$ cat config.mk
export PLATFORM = sky130hd
export DESIGN_NAME = chu_gpo_chaser_flat
export DESIGN_NICKNAME = d
export VERILOG_FILES = /design/src/rtl/chu_gpo_chaser_if.sv /design/src/rtl/chu_gpo_chaser.sv /design/src/flat_wrapper.sv
export SDC_FILE = /design/constraint.sdc
export NUM_CORES = 1
export LEC_CHECK = 0
export CORE_ASPECT_RATIO = 0.5
export CORE_MARGIN = 5
export CORE_UTILIZATION = 58
export CTS_CLUSTER_SIZE = 28
export DETAILED_ROUTE_END_ITERATION = 10
export DONT_BUFFER_PORTS = 1
export PLACE_DENSITY = 0.76
export SLEW_MARGIN = 15
export SYNTH_ARGS = -nofsm -noshare
export SYNTH_HDL_FRONTEND = slang
export SYNTH_SLANG_ARGS = --single-unit
$ cat constraint.sdc
create_clock -name clk -period 1.8 [get_ports clk]
set_clock_uncertainty 0.15 [all_clocks]
set_input_delay 0.09 -clock clk [delete_from_list [all_inputs] [get_ports clk]]
set_output_delay 0.09 -clock clk [all_outputs]
set_load 0.005 [all_outputs]
$ cat src/rtl/chu_gpo_chaser_if.sv
// MMIO slot bus for chu_gpo_chaser: select, strobes, word address and data.
// The master drives requests; the slave returns combinational read data.
interface chu_gpo_chaser_if;
    logic        cs;
    logic        read;
    logic        write;
    logic [4:0]  addr;
    logic [31:0] wr_data;
    logic [31:0] rd_data;

    modport master (output cs, read, write, addr, wr_data, input rd_data);
    modport slave  (input cs, read, write, addr, wr_data, output rd_data);
endinterface

$ cat src/rtl/chu_gpo_chaser.sv
// General-purpose output slot with atomic set/clear/toggle writes, readback,
// and a one-hot LED chaser that steps at a programmable prescaled rate.
module chu_gpo_chaser #(
    parameter int W  = 16,
    parameter int CW = 24
) (
    input  logic              clk,
    input  logic              reset,
    chu_gpo_chaser_if.slave   bus,
    output logic [W-1:0]      dout
);
    localparam int            PW      = 5;
    localparam logic [PW-1:0] POS_MAX = PW'(W - 1);
    localparam logic [W-1:0]  ONE     = W'(1);

    typedef enum logic {IDLE, RUN} state_t;

    state_t         state_q, state_d;
    logic [W-1:0]   buf_q;
    logic           bounce_q;
    logic [CW-1:0]  rate_q;
    logic [CW-1:0]  cnt_q, cnt_d;
    logic [PW-1:0]  pos_q, pos_d;
    logic           dir_q, dir_d;

    logic           wr_en, ctrl_wr, rate_wr, tick, bounce_eff, chase_en;
    logic [PW:0]    step_nxt;
    logic [31:0]    rd_mux;

    // Returns {dir, pos} after one chaser step; dir 1 means moving down.
    function automatic logic [PW:0] chase_step(input logic [PW-1:0] pos,
                                               input logic dir,
                                               input logic bounce);
        logic [PW-1:0] p;
        logic          d;
        p = pos;
        d = dir;
        if (!bounce) begin
            d = 1'b0;
            p = (pos == POS_MAX) ? PW'(0) : pos + PW'(1);
        end else if (!dir) begin
            if (pos == POS_MAX) begin
                d = 1'b1;
                p = POS_MAX - PW'(1);
            end else begin
                p = pos + PW'(1);
            end
        end else begin
            if (pos == PW'(0)) begin
                d = 1'b0;
                p = PW'(1);
            end else begin
                p = pos - PW'(1);
            end
        end
        return {d, p};
    endfunction

    assign wr_en      = bus.cs && bus.write;
    assign ctrl_wr    = wr_en && (bus.addr == 5'd4);
    assign rate_wr    = wr_en && (bus.addr == 5'd5);
    assign chase_en   = (state_q == RUN);
    assign tick       = chase_en && (cnt_q == rate_q);
    // A CTRL write landing on a tick cycle selects the mode used by that tick.
    assign bounce_eff = ctrl_wr ? bus.wr_data[1] : bounce_q;
    assign step_nxt   = chase_step(pos_q, dir_q, bounce_eff);

    always_ff @(posedge clk or negedge reset) begin
        if (!reset) begin
            buf_q    <= '0;
            bounce_q <= 1'b0;
            rate_q   <= '0;
        end else if (wr_en) begin
            case (bus.addr)
                5'd0: buf_q    <= bus.wr_data[W-1:0];
                5'd1: buf_q    <= buf_q | bus.wr_data[W-1:0];
                5'd2: buf_q    <= buf_q & ~bus.wr_data[W-1:0];
                5'd3: buf_q    <= buf_q ^ bus.wr_data[W-1:0];
                5'd4: bounce_q <= bus.wr_data[1];
                5'd5: rate_q   <= bus.wr_data[CW-1:0];
                default: ;
            endcase
        end
    end

    always_ff @(posedge clk or negedge reset) begin
        if (!reset) begin
            state_q <= IDLE;
            cnt_q   <= '0;
            pos_q   <= '0;
            dir_q   <= 1'b0;
        end else begin
            state_q <= state_d;
            cnt_q   <= cnt_d;
            pos_q   <= pos_d;
            dir_q   <= dir_d;
        end
    end

    // Restart sources (enable, RATE write) take priority over a same-cycle tick.
    always_comb begin
        state_d = state_q;
        cnt_d   = cnt_q;
        pos_d   = pos_q;
        dir_d   = dir_q;
        case (state_q)
            IDLE: begin
                cnt_d = '0;
                pos_d = '0;
                dir_d = 1'b0;
                if (ctrl_wr && bus.wr_data[0]) begin
                    state_d = RUN;
                end
            end
            RUN: begin
                if (ctrl_wr && !bus.wr_data[0]) begin
                    state_d = IDLE;
                    cnt_d   = '0;
                    pos_d   = '0;
                    dir_d   = 1'b0;
                end else if (rate_wr) begin
                    cnt_d = '0;
                end else if (tick) begin
                    cnt_d = '0;
                    pos_d = step_nxt[PW-1:0];
                    dir_d = step_nxt[PW];
                end else begin
                    cnt_d = cnt_q + CW'(1);
                end
            end
            default: state_d = IDLE;
        endcase
    end

    always_comb begin
        rd_mux = '0;
        if (bus.cs) begin
            case (bus.addr)
                5'd0: rd_mux[W-1:0]  = buf_q;
                5'd4: rd_mux[1:0]    = {bounce_q, chase_en};
                5'd5: rd_mux[CW-1:0] = rate_q;
                5'd6: begin
                    rd_mux[PW-1:0] = pos_q;
                    rd_mux[8]      = dir_q;
                end
                default: rd_mux = '0;
            endcase
        end
    end

    assign bus.rd_data = rd_mux;
    assign dout        = chase_en ? (ONE << pos_q) : buf_q;

endmodule

$ cat src/flat_wrapper.sv
// flat-port wrapper written by rule: the top's interface ports become plain ports
module chu_gpo_chaser_flat 
#(
    parameter int W  = 16,
    parameter int CW = 24
)
  (clk, reset, dout, bus_cs, bus_read, bus_write, bus_addr, bus_wr_data, bus_rd_data);
  chu_gpo_chaser_if bus_i ();
  input  logic clk;
  input  logic reset;
  output logic [W-1:0] dout;
  input wire logic [$bits(bus_i.cs)-1:0] bus_cs;
  input wire logic [$bits(bus_i.read)-1:0] bus_read;
  input wire logic [$bits(bus_i.write)-1:0] bus_write;
  input wire logic [$bits(bus_i.addr)-1:0] bus_addr;
  input wire logic [$bits(bus_i.wr_data)-1:0] bus_wr_data;
  output wire logic [$bits(bus_i.rd_data)-1:0] bus_rd_data;
  assign bus_i.cs = bus_cs;
  assign bus_i.read = bus_read;
  assign bus_i.write = bus_write;
  assign bus_i.addr = bus_addr;
  assign bus_i.wr_data = bus_wr_data;
  assign bus_rd_data = bus_i.rd_data;
  chu_gpo_chaser #(.W(W), .CW(CW)) u_core (.clk(clk), .reset(reset), .bus(bus_i), .dout(dout));
endmodule
-- Word level (Yosys, flattened, before mapping)
Cells that the tools add are included.
W data, S select, Z words.
- bitwise logic cells: 5
- eq/ne operators: 10
- reductions and logical operators: 14
- multiplexer cells: 34
- add/subtract/negate cells: 3
- shifts and indexed selects: 1
- operator list (kind ; number):
    $mux W24 ; 4
    $pmux W16 S4 ; 1
    $pmux W24 S2 ; 1
    $mux W5 ; 8
    $add A24 B1 Y24 const B ; 1
    $eq A24 B24 Y1 ; 1
    $and A16 B16 Y16 ; 1
    $mux W16 ; 1
    $not A16 Y16 ; 1
    $or A16 B16 Y16 ; 1
    $shl A1 B5 Y16 const A ; 1
    $xor A16 B16 Y16 ; 1
    $eq A5 B3 Y1 const B ; 3
    $pmux W7 S2 ; 1
    $eq A5 B2 Y1 const B ; 2
    $logic_not A5 Y1 ; 2
    $mux W1 ; 10
    $pmux W5 S2 ; 1
    $pmux W3 S3 ; 1
    $mux W8 ; 1
    $pmux W2 S4 ; 1
    $reduce_and A2 Y1 ; 4
    $logic_and A1 B1 Y1 ; 6
    $ne A3 B3 Y1 const B ; 2
    other kinds (10) ; 11
- word-level logic and storage cells: 74
- register bits: 72
- output and inout bits: 48
- bits of input ports: 42

-- Longest topological paths before layout
- depth after elaboration: 8
- gate-level depth with buffers: 9
- depth with buffers taken out: 7

-- Worst setup path after synthesis
Ideal clock, no wire load.
- path kind: register to register
- start: reg u_core.cnt_q[3]
- end: reg u_core.pos_q[0]
- clock period less this slack: 1922 ps
- arrival time: 1651 ps
- stages on the path, launching flop included: 7
- setup time: 121 ps
- buffers on the path: 1
- required time: 1529 ps
- setup slack: -122 ps
- path through: dfrtp_1 buf_2 xor2_1 nor4_2 nand4_2 o31a_1 a22o_1
- longest elaborated chain between the ends: 4
- RTL lines (item ; line ; source):
    start: declaration ; chu_gpo_chaser.sv:22 ; logic [CW-1:0] cnt_q, cnt_d;
    start signal: assignment ; chu_gpo_chaser.sv:94 ; cnt_q <= cnt_d;
    $eq A24 B24 Y1 ; chu_gpo_chaser.sv:63 ; assign tick = chase_en && (cnt_q == rate_q);
    $logic_and A1 B1 Y1 ; chu_gpo_chaser.sv:63 ;
    $ne A3 B3 Y1 (no line) ; n/a ;
    $reduce_and A2 Y1 (no line) ; n/a ;
    end signal: assignment ; chu_gpo_chaser.sv:95 ; pos_q <= pos_d;
    end: declaration ; chu_gpo_chaser.sv:23 ; logic [PW-1:0] pos_q, pos_d;
No other way between the ends.
A chain may end at the register's enable or synchronous reset.

-- Worst setup path after layout
- start: reg u_core.rate_q[23]
- end: reg u_core.pos_q[2]
- longest elaborated chain between the ends: 4
- RTL lines (item ; line ; source):
    start: declaration ; chu_gpo_chaser.sv:21 ; logic [CW-1:0] rate_q;
    start signal: assignment ; chu_gpo_chaser.sv:80 ; 5'd5: rate_q <= bus.wr_data[CW-1:0];
    $eq A24 B24 Y1 ; chu_gpo_chaser.sv:63 ;
    $logic_and A1 B1 Y1 ; chu_gpo_chaser.sv:63 ;
    $ne A3 B3 Y1 (no line) ; n/a ;
    $reduce_and A2 Y1 (no line) ; n/a ;
No other way between the ends.

==> results.toml <==
[placement]
dp_worst_setup_slack_ns = -0.263
hpwlAfterDp_mm = 10.7
buffer_ports.inserted = 0
gp_congestion = 0.993

[run]
drv_cap = 0

[sta]
report.final.slew_viol_count = 0
finalWorstSetupSlack_ns = -0.257
period_needed_ns = 2.06
timing.final.setup_violations = 30
rsz0062_at_grt = "true"
hold_violations = 72
tightestPinTransition_ns = 0.723
final_min_period_over_clock_period_pct = 114
achievable-frequency_mhz = 486
worst_hold_slack_ns = -0.714
max_slew_margin_pct = 51.7

[hold_path]
timing.hold.worst.class = "input port to asynchronous set/reset pin"

[clock_network]
cts_tree = "yes"
clock_tree.root_cell = "clkbuf_16"
post_cts_clock_slew_at_the_launch_and_capture_registers_of_the_worst_setup_and_hold_paths_ns = 0.07
cts-htree-levels = 3
worstSkewPairLatency_ns = 0.35
cts_sinks = 72
number_of_buffers_added_to_fix_hold_violations_after_cts = 26
cts_made_buffers = 9
cts_buffer_depth = 2

[critical_path]
crit_path_start_kind = "register"
end_kind = "register"
required_worst_endpoint_ns = 1.88
path_cells = "xor2_1 -> nor4_2 -> nand4_2 -> buf_6 -> o311a_1 -> a41o_1"
top_family_by_delay_on_critical_path = "simple AND/OR/NAND/NOR gates"
crit_path_arrival_time_ns = 2.14
critPathSlowestCell = "dfrtp_1"
cpPeakStageDelay_ns = 0.40
crit_fanout = 4
timing.critical_path.buf_inv = 1
critical_path_class = "register to register"

[synth]
synth_sequential_area_ratio_pct = 34.9
ys_warns = 0
most_common_cell_in_the_synthesized_netlist = "dfrtp_1"
postSynthCellCount = 581
post-synth-top-area-cell = "dfrtp_1"
avgSynthCellArea_um2 = 8.89
synth_top_area_share_pct = 34.9
synth_seq_cells = 72
synth_edf_count = 0
ys.flop_type = "dfrtp_1"
synth.top_cells.by_area = "dfrtp_1 (35%), ha_1 (9.7%), nand2_1 (4.4%), xnor2_1 (4.4%), mux2i_1 (4.1%)"
synth-async-reset-ratio_pct = 100
yosysUniqueCellTypes = 57
synth.cell_area_um2 = 5160
most_frequent_cells_after_synthesis = "dfrtp_1 (72), nand2_1 (61), inv_1 (42)"

[grt]
grt_antenna_before_repair = 0
global_route_wire_length_before_repair_mm = 25.2
largest_net_degree_at_the_start_of_global_routing = 73
first_global_vias = 4618
grt_remaining_overflow = 0
grt_util_all_layers_pct = 29.4

[final_layout]
layout.nets = 752
drive_gt1_share_pct = 22.2
final-seq-area_um2 = 1800
multi_input_area_um2 = 3220
fill_cells = 570
postLayoutCoreUtil_pct = 75.8
antenna-diode-count = 0
layout-area-overhead-vs-synth_pct = 27.3

[routing]
drt-initial-drc-count = 505
firstDrtPassIters = 6
vias = 4771
drt_drc_violations_left = 0
vias_per_cell = 6.02
final_antenna_net_count = 0
wire_per_inst_um = 20.4
postRouteWirelength_mm = 16.2

[floorplan]
floorplan.core_area_um2 = 8680
num_rows = 24
effective_utilization_at_floorplan_pct = 59.5
dieHeight_um = 76.7
floorplan.die_area_um2 = 11000
die-width_um = 143
io_pins = 90

[power_and_ir_drop]
powerDensity_nw_per_um2 = 746
cellLeakagePower_uw = 0.00307
power.ir.vdd_worst_uv = 481

[outcome]
violations_in_the_final_reports = "hold timing, setup timing"
run_status = "finished, violations left"
## repair_timing
action	in CTS	in global routing
setup endpoints to repair	43	45
buffers inserted	1	9
resized for setup	27	21
cloned	0	1
endpoints found under the hold margin	114	72
pin swaps	2	9
## where the power goes
part           leakage (uW)  switching, uW  internal (uW)
combinational       0.00198            660            609
sequential         0.000968            169           1780
clock              0.000125            754            938
## stage by stage
| stage | hold slack (ns) | cell area [um^2] | total power [uW] | std cells | TNS, ns |
|---|---|---|---|---|---|
| after floorplan | -0.356 | 5190 | 2620 | 588 | -0.191 |
| after global placement | -0.354 | 5700 | 2910 | 739 | -2.70 |
| after detailed placement | -0.354 | 5700 | 2960 | 739 | -5.69 |
| after CTS | -0.720 | 6380 | 4770 | 782 | -4.17 |
| after global routing | -0.723 | 6580 | 5130 | 792 | -8.92 |
| final | -0.714 | 6580 | 4910 | 792 | -6.69 |
## worst reg2reg max path: stages (launching register included)
cell,delay [ns]
dfrtp_1,0.40
xor2_1,0.19
nor4_2,0.31
nand4_2,0.22
buf_6,0.19
o311a_1,0.28
a41o_1,0.20
## layout by cell type (no fill, tap or decap), types with 3 or more instances in the layout
cell type      synthesis  final
nor3_1                11     10
o21ai_1                2      3
a22o_1                12     12
nand3_1               13     13
a22oi_1               22     22
nor4_2                 3      4
nor2b_1                4      4
dfrtp_1               72     72
nand4_1                6      6
a21oi_1                6      6
buf_12                 0      4
ha_1                  40     38
xnor2_1               26     26
nand2_1               61     58
and4_1                 4      4
nor2_1                40     40
o22ai_2                0      7
mux2i_1               21     21
clkbuf_16              0     10
nand2b_1               3      3
mux2_2                 8      8
o22ai_1               32     19
clkinvlp_4             0      3
conb_1                 1      8
and2_1                15     14
buf_4                 11     77
o21ai_0               37     35
dlygate4sd3_1          0     26
buf_6                  2      3
xor2_1                23     23
o22ai_4                0      6
inv_1                 42     39
## layout make-up
class | instances | area share, %
clock inverters | 6 | 0.685
inverters | 42 | 2.44
flip-flops and latches | 72 | 27.4
repair buffers | 111 | 14.9
multi-input cells | 434 | 48.9
well taps | 117 | 2.23
clock buffers | 10 | 3.48
## path summary, 6_finish.rpt
kind	endpoint	cells after the start	startpoint	slack, ns
max in group asynchronous	u_core.cnt_q[10]	0	reset	2.07
min in group clk	u_core.rate_q[16]	2	bus_write	0.04
worst max register to register	u_core.pos_q[2]	6	u_core.rate_q[23]	-0.26
worst min-delay path	u_core.buf_q[2]	0	reset	-0.71
worst max-delay path	u_core.pos_q[2]	6	u_core.rate_q[23]	-0.26
worst min register to register	u_core.rate_q[12]	2	u_core.rate_q[12]	0.38
## kinds of logic (layout without fill, tap and decap cells)
family	Yosys count	after routing	share of synthesized area (%)
AOI/OAI and AO/OA	125	125	15.8
xor gates and xnor gates	49	49	8.31
adders and majority gates	40	40	9.69
buffers and inverters	82	169	7.29
DFF	72	72	34.9
muxes	29	29	5.82
other	1	8	0.0726
and+or+nand+nor	183	183	18.1
## metal layers
layer | vias to the layer above | global-route usage (%) | share of wire, %
li1 | 2192 | - | -
met5 | - | 0 | 0
met4 | 0 | 10.3 | 2.7
met2 | 223 | 44.9 | 46
met1 | 2319 | 39.9 | 43
met3 | 37 | 8.58 | 8.7
## registers in the layout (all words and copies together), names as in the netlist, named ones only
register,count
u_core.dir_q,1
u_core.cnt_q,24
u_core.buf_q,16
u_core.pos_q,5
u_core.bounce_q,1
u_core.rate_q,24
(Power assumes the default switching activity.)
